## src/rtl/sync_fifo_flagged.sv

```systemverilog
// Single-clock FIFO using all DEPTH slots via extended pointers, with occupancy
// count, programmable almost-full/almost-empty thresholds, sticky error flags and flush.
`timescale 1ns/1ps
module sync_fifo_flagged #(
    parameter int DEPTH      = 8,
    parameter int DATA_WIDTH = 8,
    parameter int AF_LEVEL   = DEPTH - 2,
    parameter int AE_LEVEL   = 1
) (
    input  logic                         clk,
    input  logic                         rst,
    input  logic                         push,
    input  logic                         poll,
    input  logic                         flush,
    input  logic                         clr_err,
    input  logic [DATA_WIDTH-1:0]        data_in,
    output logic [DATA_WIDTH-1:0]        head,
    output logic [DATA_WIDTH-1:0]        tail,
    output logic [$clog2(DEPTH+1)-1:0]   count,
    output logic                         full,
    output logic                         empty,
    output logic                         almost_full,
    output logic                         almost_empty,
    output logic                         overflow,
    output logic                         underflow
);
    localparam int AW = $clog2(DEPTH);
    localparam int CW = $clog2(DEPTH + 1);
    localparam logic [AW:0] AF_THR = (AW+1)'(AF_LEVEL);
    localparam logic [AW:0] AE_THR = (AW+1)'(AE_LEVEL);

    logic [DATA_WIDTH-1:0] mem_r [DEPTH];
    logic [AW:0]           w_ptr_r;
    logic [AW:0]           r_ptr_r;
    logic [AW:0]           occ_s;
    logic [AW-1:0]         tail_idx_s;
    logic                  full_s;
    logic                  empty_s;
    logic                  push_acc_s;
    logic                  poll_acc_s;
    logic                  ovf_set_s;
    logic                  udf_set_s;
    logic                  overflow_r;
    logic                  underflow_r;

    // Occupancy, status and accept/reject decisions derived from the pointers.
    always_comb begin
        occ_s      = w_ptr_r - r_ptr_r;
        empty_s    = (w_ptr_r == r_ptr_r);
        full_s     = (w_ptr_r[AW] != r_ptr_r[AW]) && (w_ptr_r[AW-1:0] == r_ptr_r[AW-1:0]);
        // A full FIFO still accepts a push when a poll frees a slot in the same cycle.
        push_acc_s = push && (!full_s || poll) && !flush;
        poll_acc_s = poll && !empty_s && !flush;
        ovf_set_s  = push && full_s && !poll && !flush;
        udf_set_s  = poll && empty_s && !flush;
        tail_idx_s = w_ptr_r[AW-1:0] - AW'(1);
    end

    // Read/write pointers: async clear on reset, synchronous clear on flush.
    always_ff @(posedge clk or negedge rst) begin
        if (!rst) begin
            w_ptr_r <= '0;
            r_ptr_r <= '0;
        end else if (flush) begin
            w_ptr_r <= '0;
            r_ptr_r <= '0;
        end else begin
            if (push_acc_s) begin
                w_ptr_r <= w_ptr_r + (AW+1)'(1);
            end
            if (poll_acc_s) begin
                r_ptr_r <= r_ptr_r + (AW+1)'(1);
            end
        end
    end

    // Sticky error flags; a clear wins over a same-cycle set.
    always_ff @(posedge clk or negedge rst) begin
        if (!rst) begin
            overflow_r  <= 1'b0;
            underflow_r <= 1'b0;
        end else if (flush || clr_err) begin
            overflow_r  <= 1'b0;
            underflow_r <= 1'b0;
        end else begin
            overflow_r  <= overflow_r | ovf_set_s;
            underflow_r <= underflow_r | udf_set_s;
        end
    end

    // Storage array; intentionally not reset.
    always_ff @(posedge clk) begin
        if (push_acc_s) begin
            mem_r[w_ptr_r[AW-1:0]] <= data_in;
        end
    end

    assign head         = mem_r[r_ptr_r[AW-1:0]];
    assign tail         = mem_r[tail_idx_s];
    assign count        = CW'(occ_s);
    assign full         = full_s;
    assign empty        = empty_s;
    assign almost_full  = (occ_s >= AF_THR);
    assign almost_empty = (occ_s <= AE_THR);
    assign overflow     = overflow_r;
    assign underflow    = underflow_r;
endmodule

```

## config.mk

```make
export PLATFORM = sky130hd
export DESIGN_NAME = sync_fifo_flagged
export DESIGN_NICKNAME = d
export VERILOG_FILES = /design/src/rtl/sync_fifo_flagged.sv
export SDC_FILE = /design/constraint.sdc
export NUM_CORES = 1
export LEC_CHECK = 0
export CORE_UTILIZATION = 45
export CTS_CLUSTER_DIAMETER = 100
export DETAILED_ROUTE_END_ITERATION = 16
export GPL_TIMING_DRIVEN = 1
export PLACE_DENSITY = 0.66
export SLEW_MARGIN = 10
export SYNTH_ARGS = -nofsm -noshare
export SYNTH_HDL_FRONTEND = slang
export SYNTH_SLANG_ARGS = --single-unit
```

## constraint.sdc

```tcl
create_clock -name clk -period 7.65 [get_ports clk]
set_input_delay 1.1475 -clock clk [delete_from_list [all_inputs] [get_ports clk]]
set_output_delay 1.1475 -clock clk [all_outputs]
set_load 0.01 [all_outputs]
```

==> impl_results.md, run 1 <==
* CP Max Fanout at 11
* Tmin final at 4.235 ns
* Hold_ws at 0.5622 ns
* Final Hold Fails at 0
* Antenna violations before repair at 0
* Final Worst Setup Slack at 3.415 ns
* Fillcell total at 652
* Initial Util at 47.16%
* Register area at 2172 um^2
* Grt total ovfl at 0
* WHS Endpoint: underflow
* Crit path arrival time at 3.09 ns
* Worst Reg-to-Reg Cells at 4
* Synth warn at 0
* Hold Crit Class: flip-flop to flip-flop
* Max-cap check violation count at 0
* TritonCTS Buffers at 9
* Global Route Usage Sum at 20.54%
* Skew-Pair Late Insertion Delay at 0.36 ns
* Lkg Pwr at 1.502 nW
* Final Core Density at 55.90%
* Die height at 92.69 um
* Max VDD drop at 0.1151 mV
* Diode count at 0
* Vias in the first global route at 2237
* Multi-input logic area at 1435 um^2
* Post-DP HPWL at 5047 um
* Die ar. at 8591 um^2
* Critical path class: flip-flop to output port
* Slew @ Worst Pin at 1.095 ns
* IO Port Bufs at 39
* Routed Antenna Nets at 0
* Final nets at 292
* Total negative slack at 0 ns
* Worst path required time at 6.50 ns
* Cell Area, Synth at 3701 um^2
* CTS root buf: clkbuf_8
* WL per Instance at 20.89 um
* Mean Syn Cell Area at 15.95 um^2
* RSZ-0062 raised after global routing: false
* Synth Area in Compound Gates at 3.212%
* R2r endpoint: mem_r[6][2]
* Commonest non-fill, non-tap cell in the layout: edfxtp_1
* CTS tree: done
* Reg2reg setup slack at 4.60 ns
* Area delta synth->final at 18.53%
* Run status: complete, no violations
* First-pass GRT wire length at 12600 um
* Hold Crit Start: underflow
* Layout cells sized above 1 at 24.28%
* Synth Area in Adders at 2.569%
* Hold buffers post-CTS at 0
* Clock Sinks at 74
* Mux cell area share after synthesis at 24.00%
* Slew Limit Fails at 0
* Simple-Gate Fraction of Synth Area at 7.573%
* Clock Skews at 0.01213 ns
* Largest family of logic cells by synthesized area: multiplexers
* Max Buffers Root-to-Sink at 2
* Largest net degree at the start of global routing at 24
* Post_cts resized at 0
* Part of the cycle the worst path needs at 55.36%
* Pre-CTS setup slack at 3.789 ns
* Syn nets at 253
* Via Count at 2213
* Pwr Density at 235.4 nW/um^2
* Rel. slew slack at 26.73%
* Fmax at 236.1 MHz
* Die width at 92.69 um
* EDFF count, synth at 64
* Seq cells post-synth at 74
* Setup crit start kind: flip-flop
* Total Routed Length at 7897 um
* Drt drc at 0
* Setup crit end kind: output port
* Synth unique cells at 40
* Post-CTS setup buffer count at 0
* 1st-pass router iterations at 5
* Core Footprint at 7848 um^2
* Post-synth ARST share at 13.51%
* Final Non-Filler Cells at 378
* Hold path cells at 2
* Worst R2R Start: r_ptr_r[0]
* Most used flip-flop cell after synthesis: edfxtp_1
* Setup violators final at 0
* XOR/XNOR Fraction of Synth Area at 1.149%
* Vias per inst at 5.854
* Placer Congestion at 0.7327
* Num ports at 40
* Post-synthesis sequential area ratio at 58.69%
* CTS clk-pin slew, worst paths at 0.08 ns
* Cells after Synth at 232
* Std cell rows at 32
* Post-Place Cells at 362
* DRT iter0 DRCs at 202
* Htree depth at 3
* Commonest non-fill, non-tap cells in the layout: 64 x edfxtp_1, 39 x clkdlybuf4s50_1, 32 x mux4_2
## cell families (layout without fill, tap and decap cells)
| logic type | after synthesis | in the layout |
|---|---|---|
| xor gates and xnor gates | 4 | 4 |
| AOI/OAI and AO/OA | 16 | 16 |
| and+or+nand+nor | 63 | 63 |
| buffers and inverters | 21 | 65 |
| muxes | 47 | 47 |
| DFF | 74 | 74 |
| adders and majority gates | 7 | 7 |
## per-layer routing
layer | global-route usage [%] | wire length (um) | vias up
li1 | - | - | 990
met1 | 28.24 | 3567 | 1148
met2 | 32.47 | 3879 | 65
met3 | 4.762 | 329 | 10
met4 | 6.923 | 121 | 0
met5 | 0 | 0 | -
## worst max-delay path by stage
| stage | startpoint | end | slack [ns] |
|---|---|---|---|
| floorplan | w_ptr_r[0] | tail[0] | 4.36 |
| global placement | r_ptr_r[0] | almost_empty | 3.88 |
| detailed placement | r_ptr_r[2] | almost_empty | 3.79 |
| CTS | r_ptr_r[2] | almost_empty | 3.39 |
| global route | r_ptr_r[2] | almost_empty | 3.17 |
| finish | r_ptr_r[2] | almost_empty | 3.41 |
## where the power goes
group          leakage [nW]  internal [mW]  switching, mW  total [mW]
combinational         0.683          0.133          0.108       0.241
clock                 0.103          0.183          0.149       0.332
sequential            0.715          0.446         0.0135       0.460
## registers in the layout, summed over array words and instances (netlist names)
register   flops
mem_r         64
r_ptr_r        4
w_ptr_r        4
overflow       1
underflow      1
## layout make-up
class / instances / area share (%)
sequential: 74 / 49.52
multi-input combinational: 137 / 32.72
timing repair buffer: 41 / 9.241
tap: 102 / 2.909
clock buffer: 9 / 2.824
clock inverter: 7 / 2.111
inverter: 8 / 0.6845
## worst max-delay path: stages (launching register included)
cell,delay (ns)
dfrtp_1,0.56
clkinv_1,0.37
ha_1,0.45
and3b_1,0.21
or3_4,0.38
a211oi_2,0.22
clkdlybuf4s50_1,0.56
## per-stage QoR
step | total power, mW | area, um^2
final | 1.032 | 4387
after global routing | 1.074 | 4387
after CTS | 1.039 | 4387
after detailed placement | 0.7113 | 4170
after global placement | 0.7126 | 4170
after floorplan | 0.6062 | 3701
## Yosys cell counts (2+ instances only)
master / n / share of area, %
edfxtp_1: 64 / 52
mux4_2: 32 / 19
nand2_1: 30 / 3.0
nor2_1: 16 / 1.6
mux2_2: 13 / 4.0
dfrtp_1: 10 / 6.8
inv_1: 7 / 0.71
ha_1: 6 / 2.0
nor2b_1: 5 / 0.85
buf_2: 4 / 0.54
clkbuf_1: 4 / 0.41
nor3_1: 4 / 0.54
a21oi_1: 3 / 0.41
a31oi_1: 3 / 0.51
buf_4: 3 / 0.61
nand4_1: 2 / 0.34
o311ai_1: 2 / 0.47
xor2_1: 2 / 0.47
Power figures use the tool's default switching activity.
==> run 2: changes to the inputs <==
- PLACE_DENSITY: 0.66 -> 0.68
- clock period: 7.65 -> 3.4 ns (I/O delays scaled with it)
==> run 2 against run 1 <==
  * Cell count rose by 4.8%
  * Combinational power is 130% higher
  * First-iteration DRC count decreased by 22%
  * Critical path depth did not move
  * Largest cell class unchanged
  * Highest routed layer unchanged
==> impl_results.md, run 2 (same netlist as run 1, synthesis figures left out) <==
* Run status: complete, no violations
* Max incr delay on CP at 0.48 ns
* Max VDD drop at 0.2401 mV
* 1st-pass router iterations at 4
* DRT iter0 DRCs at 157
* Skew-Pair Late Insertion Delay at 0.34 ns
* Final nets at 310
* Hold_ws at 0.5007 ns
* Power share of the clock group at 27.6%
* Worst path cell trace: inv_1 > ha_1 > buf_4 > mux4_2 > mux2_2 > clkdlybuf4s50_1
* Diode count at 0
* Fillcell total at 642
* Internal power at 1.580 mW
* Global Route Usage Sum at 19.50%
* Slew @ Worst Pin at 0.5973 ns
* CP top delay family: buffers and inverters
* Max Buffers Root-to-Sink at 2
* Final Hold Fails at 0
* CP Max Fanout at 14
* Post-DP HPWL at 5282 um
* Setup violators final at 0
* Htree depth at 3
* Largest net degree at the start of global routing at 24
* Worst Reg-to-Reg Cells at 5
* IO Port Bufs at 39
* CTS clk-pin slew, worst paths at 0.08 ns
* Multi-input logic area at 1425 um^2
* Grt total ovfl at 0
* RSZ-0062 raised after global routing: false
* Slowest-stage cell, CP: clkdlybuf4s50_1
* Logic pwr share at 25.8%
* Core Footprint at 7848 um^2
* Slew Limit Fails at 0
* First-pass GRT wire length at 11990 um
* Reg2reg setup slack at 0.96 ns
* Register area at 2172 um^2
* Post-CTS setup buffer count at 0
* Layout cells sized above 1 at 28.57%
* Critical path depth at 6
* CP endpoint: tail[1]
* Via Count at 2235
* Final Core Density at 57.00%
* Hold Crit Class: input port to async pin
* Hold buffers post-CTS at 0
* Die height at 92.69 um
* Die ar. at 8591 um^2
* Commonest non-fill, non-tap cell in the layout: edfxtp_1
* Tmin final at 3.137 ns
* Num ports at 40
* Switch share at 27.48%
* Final Power at 2.179 mW
* Total negative slack at 0 ns
* Part of the cycle the worst path needs at 92.26%
* Clock Skews at 0.008747 ns
* Worst Setup SP: w_ptr_r[1]
* Fmax at 318.8 MHz
* Drt drc at 0
* Placer Congestion at 0.8006
* TritonCTS Buffers at 9
* Worst R2R Start: w_ptr_r[2]
* R2r endpoint: mem_r[5][1]
* CTS tree: done
* Sequential cell fraction of total power at 46.6%
* Switching Power at 0.5988 mW
* Crit path buffers/inverters at 3
* WL per Instance at 19.32 um
* Area delta synth->final at 20.86%
* Vias in the first global route at 2280
* Setup crit start kind: flip-flop
* Pwr Density at 487.0 nW/um^2
* Clock Sinks at 74
* Commonest non-fill, non-tap cells in the layout: 64 x edfxtp_1, 39 x clkdlybuf4s50_1, 32 x mux4_2
* Crit path arrival time at 2.63 ns
* Routed Antenna Nets at 0
* Total Routed Length at 7649 um
* Rel. slew slack at 59.55%
* Flip-flop count of the largest register after layout at 64
* Die width at 92.69 um
* Lkg Pwr at 1.568 nW
* Vias per inst at 5.644
* Antenna violations before repair at 0
* Post_cts resized at 0
* CTS root buf: clkbuf_8
* Initial Util at 47.16%
* Max-cap check violation count at 0
* Std cell rows at 32
* Critical path class: flip-flop to output port
* Worst path required time at 2.89 ns
* Setup crit end kind: output port
-- run 2: metal layers --
metal | share of wire [%] | vias to the layer above | global-route usage (%)
li1 | - | 1023 | -
met4 | 1.7 | 0 | 7.051
met1 | 44 | 1126 | 25.62
met2 | 49 | 72 | 32.04
met5 | 0 | - | 0
met3 | 5.2 | 14 | 4.351
-- run 2: area by class of cell --
cell class / instances / area share [%]
tap: 102 / 2.853
inverter: 8 / 0.6713
sequential: 74 / 48.56
timing repair buffer: 59 / 12.08
multi-input combinational: 137 / 31.86
clock inverter: 7 / 1.203
clock buffer: 9 / 2.769
-- run 2: stage by stage --
stage,setup WS [ns],instance area (um^2),instances
after floorplan,0.7444,3701,232
after global placement,0.6444,4295,380
after detailed placement,0.5877,4295,380
after CTS,0.2164,4473,396
after global routing,0.1428,4473,396
final,0.2631,4473,396
-- run 2: power by group through the flow --
stage | Clock (mW) | Sequential, mW | Combinational [mW]
5_1_grt | 0.654 | 1.02 | 0.608
2_1_floorplan | 0 | 1.03 | 0.331
3_3_place_gp | 0 | 1.03 | 0.563
6_report | 0.601 | 1.01 | 0.563
4_1_cts | 0.621 | 1.01 | 0.569
3_5_place_dp | 0 | 1.03 | 0.567
-- run 2: worst min path at each step --
stage | start | endpoint | depth (start not counted)
2_1_floorplan | rst | overflow | 0
3_3_place_gp | underflow | underflow | 2
3_5_place_dp | overflow | overflow | 2
4_1_cts | rst | overflow | 1
5_1_grt | rst | overflow | 1
6_report | rst | w_ptr_r[3] | 1
==> run 3: changes to the inputs <==
- CORE_ASPECT_RATIO: unset -> 0.75
- SLEW_MARGIN: 10 -> unset
==> run 3 against run 2 <==
  * Design area is 0.95% higher
  * Combinational power is 1% higher
  * Register-to-register slack better by 0.10 ns
  * Sequential share of layout area is 0.46 points lower
  * Worst hold slack worse by 0.0069 ns
  * Count of clock-buffer cells in the layout is 2 higher
  * Highest routed layer unchanged
  * Clock skew is 0.0027 ns higher
  * Core utilization hardly changed
  * Setup slack worse by 0.097 ns
  * Critical path depth stayed put
  * Die area hardly changed
  * Routed wire length is 1.7% higher
==> impl_results.md, run 3 (same netlist as run 1, synthesis figures left out) <==
* CTS clk-pin slew, worst paths at 0.08 ns
* Antenna violations before repair at 0
* Worst path required time at 2.89 ns
* Hold Crit Class: input port to async pin
* Clock Skews at 0.01143 ns
* Skew-Pair Late Insertion Delay at 0.34 ns
* Post-CTS setup buffer count at 0
* Logic pwr share at 23.9%
* Setup violators final at 0
* Grt total ovfl at 0
* Final Non-Filler Cells at 395
* Vias per inst at 5.744
* Switching Power at 0.5827 mW
* Largest net degree at the start of global routing at 24
* Area delta synth->final at 22.01%
* Diode count at 0
* Post_cts resized at 0
* Slew @ Worst Pin at 0.5571 ns
* Setup crit end kind: output port
* 1st-pass router iterations at 4
* Tmin final at 3.234 ns
* Commonest non-fill, non-tap cell in the layout: edfxtp_1
* Global Route Usage Sum at 19.70%
* Htree depth at 3
* Crit path arrival time at 2.72 ns
* Lkg Pwr at 1.582 nW
* Post-Place Cells at 379
* Max VDD drop at 0.2617 mV
* Total negative slack at 0 ns
* Setup crit start kind: flip-flop
* CTS root buf: clkbuf_8
* Finished Cell Area at 4516 um^2
* Multi-input logic area at 1425 um^2
* Vias in the first global route at 2174
* IO Port Bufs at 39
* Max Buffers Root-to-Sink at 2
* Final Power at 2.386 mW
* Pwr Density at 528.3 nW/um^2
* Placed cell area at 4282 um^2
* Post-DP HPWL at 5057 um
* Die width at 106.7 um
* First-pass GRT wire length at 11870 um
* Final Hold Fails at 0
* Max-cap check violation count at 0
* Final nets at 306
* Total Routed Length at 7776 um
* DRT iter0 DRCs at 227
* Fillcell total at 658
* WL per Instance at 19.69 um
* Num ports at 40
* Clock Sinks at 74
* TritonCTS Buffers at 9
* Die height at 80.54 um
* Core Footprint at 7918 um^2
* Part of the cycle the worst path needs at 95.13%
* Critical path class: flip-flop to output port
* Hold buffers post-CTS at 0
* Sequential cell fraction of total power at 42.5%
* Worst path cell trace: inv_1 > ha_1 > buf_12 > mux4_2 > mux2_2 > clkdlybuf4s50_1
* Initial Util at 46.74%
* RSZ-0062 raised after global routing: false
* Drt drc at 0
* Flip-flop count of the largest register after layout at 64
* Internal power at 1.803 mW
* Via Count at 2269
* Register area at 2172 um^2
* CTS tree: done
* Run status: complete, no violations
* CP Max Fanout at 12
* Fmax at 309.2 MHz
* Max incr delay on CP at 0.51 ns
* Placer Congestion at 0.7683
* Slowest-stage cell, CP: ha_1
* Die ar. at 8595 um^2
* Commonest non-fill, non-tap cells in the layout: 64 x edfxtp_1, 39 x clkdlybuf4s50_1, 32 x mux4_2
* Std cell rows at 28
* Layout cells sized above 1 at 26.90%
* Reg2reg setup slack at 1.06 ns
* Rel. slew slack at 62.27%
* Slew Limit Fails at 0
* Final Core Density at 57.03%
* Power share of the clock group at 33.6%
* Routed Antenna Nets at 0
* Switch share at 24.43%
-- run 3: cell count changes in the layout (fill, tap and decap cells not counted) --
| cell | change |
|---|---|
| buf_4 | -5 |
| bufinv_16 | +3 |
| clkbuf_1 | +2 |
| clkinv_4 | -2 |
| clkinvlp_4 | -2 |
| buf_12 | +1 |
| inv_6 | -1 |
-- run 3: final timing paths --
path	to	start	cells after the start
max	tail[4]	w_ptr_r[1]	6
min	r_ptr_r[0]	rst	1
max reg2reg	mem_r[1][1]	w_ptr_r[2]	5
min reg2reg	overflow	overflow	2
max in group asynchronous	r_ptr_r[3]	rst	1
min in group clk	overflow	overflow	2
-- run 3: routing by layer --
metal  track usage, %  vias to the layer above  routed length [um]
li1                 -                     1017                   -
met1            27.76                     1159                3540
met2            29.35                       85                3566
met3            5.276                        8                 572
met4            7.260                        0                  96
met5                0                        -                   0
-- run 3: final cells by class --
cell class                      instances  area share, %
Tap cell                              105          2.909
Sequential cell                        74          48.10
Clock buffer                           11          2.909
Inverter                                8         0.6650
Clock inverter                          5          2.272
Multi-Input combinational cell        137          31.56
Timing Repair Buffer                   55          11.58
-- run 3: power by group through the flow --
stage	Combinational (mW)	Clock, mW	Sequential [mW]
after CTS	0.579	0.809	1.01
after global placement	0.568	0	1.03
final	0.571	0.801	1.01
after floorplan	0.331	0	1.03
after detailed placement	0.574	0	1.03
after global routing	0.613	0.849	1.02
-- run 3: worst max-delay path: cells and delay by family (launching register included) --
family,cells,cell delay (ns)
buf+inv,3,0.81
flops,1,0.45
mux,2,0.60
fa+ha+maj,1,0.51
-- run 3: through the flow --
step	setup slack (ns)	hold slack (ns)
finish	0.1656	0.4938
global route	0.07269	0.5283
CTS	0.1595	0.4977
detailed placement	0.5757	0.5500
global placement	0.6139	0.5393
floorplan	0.7444	0.2144
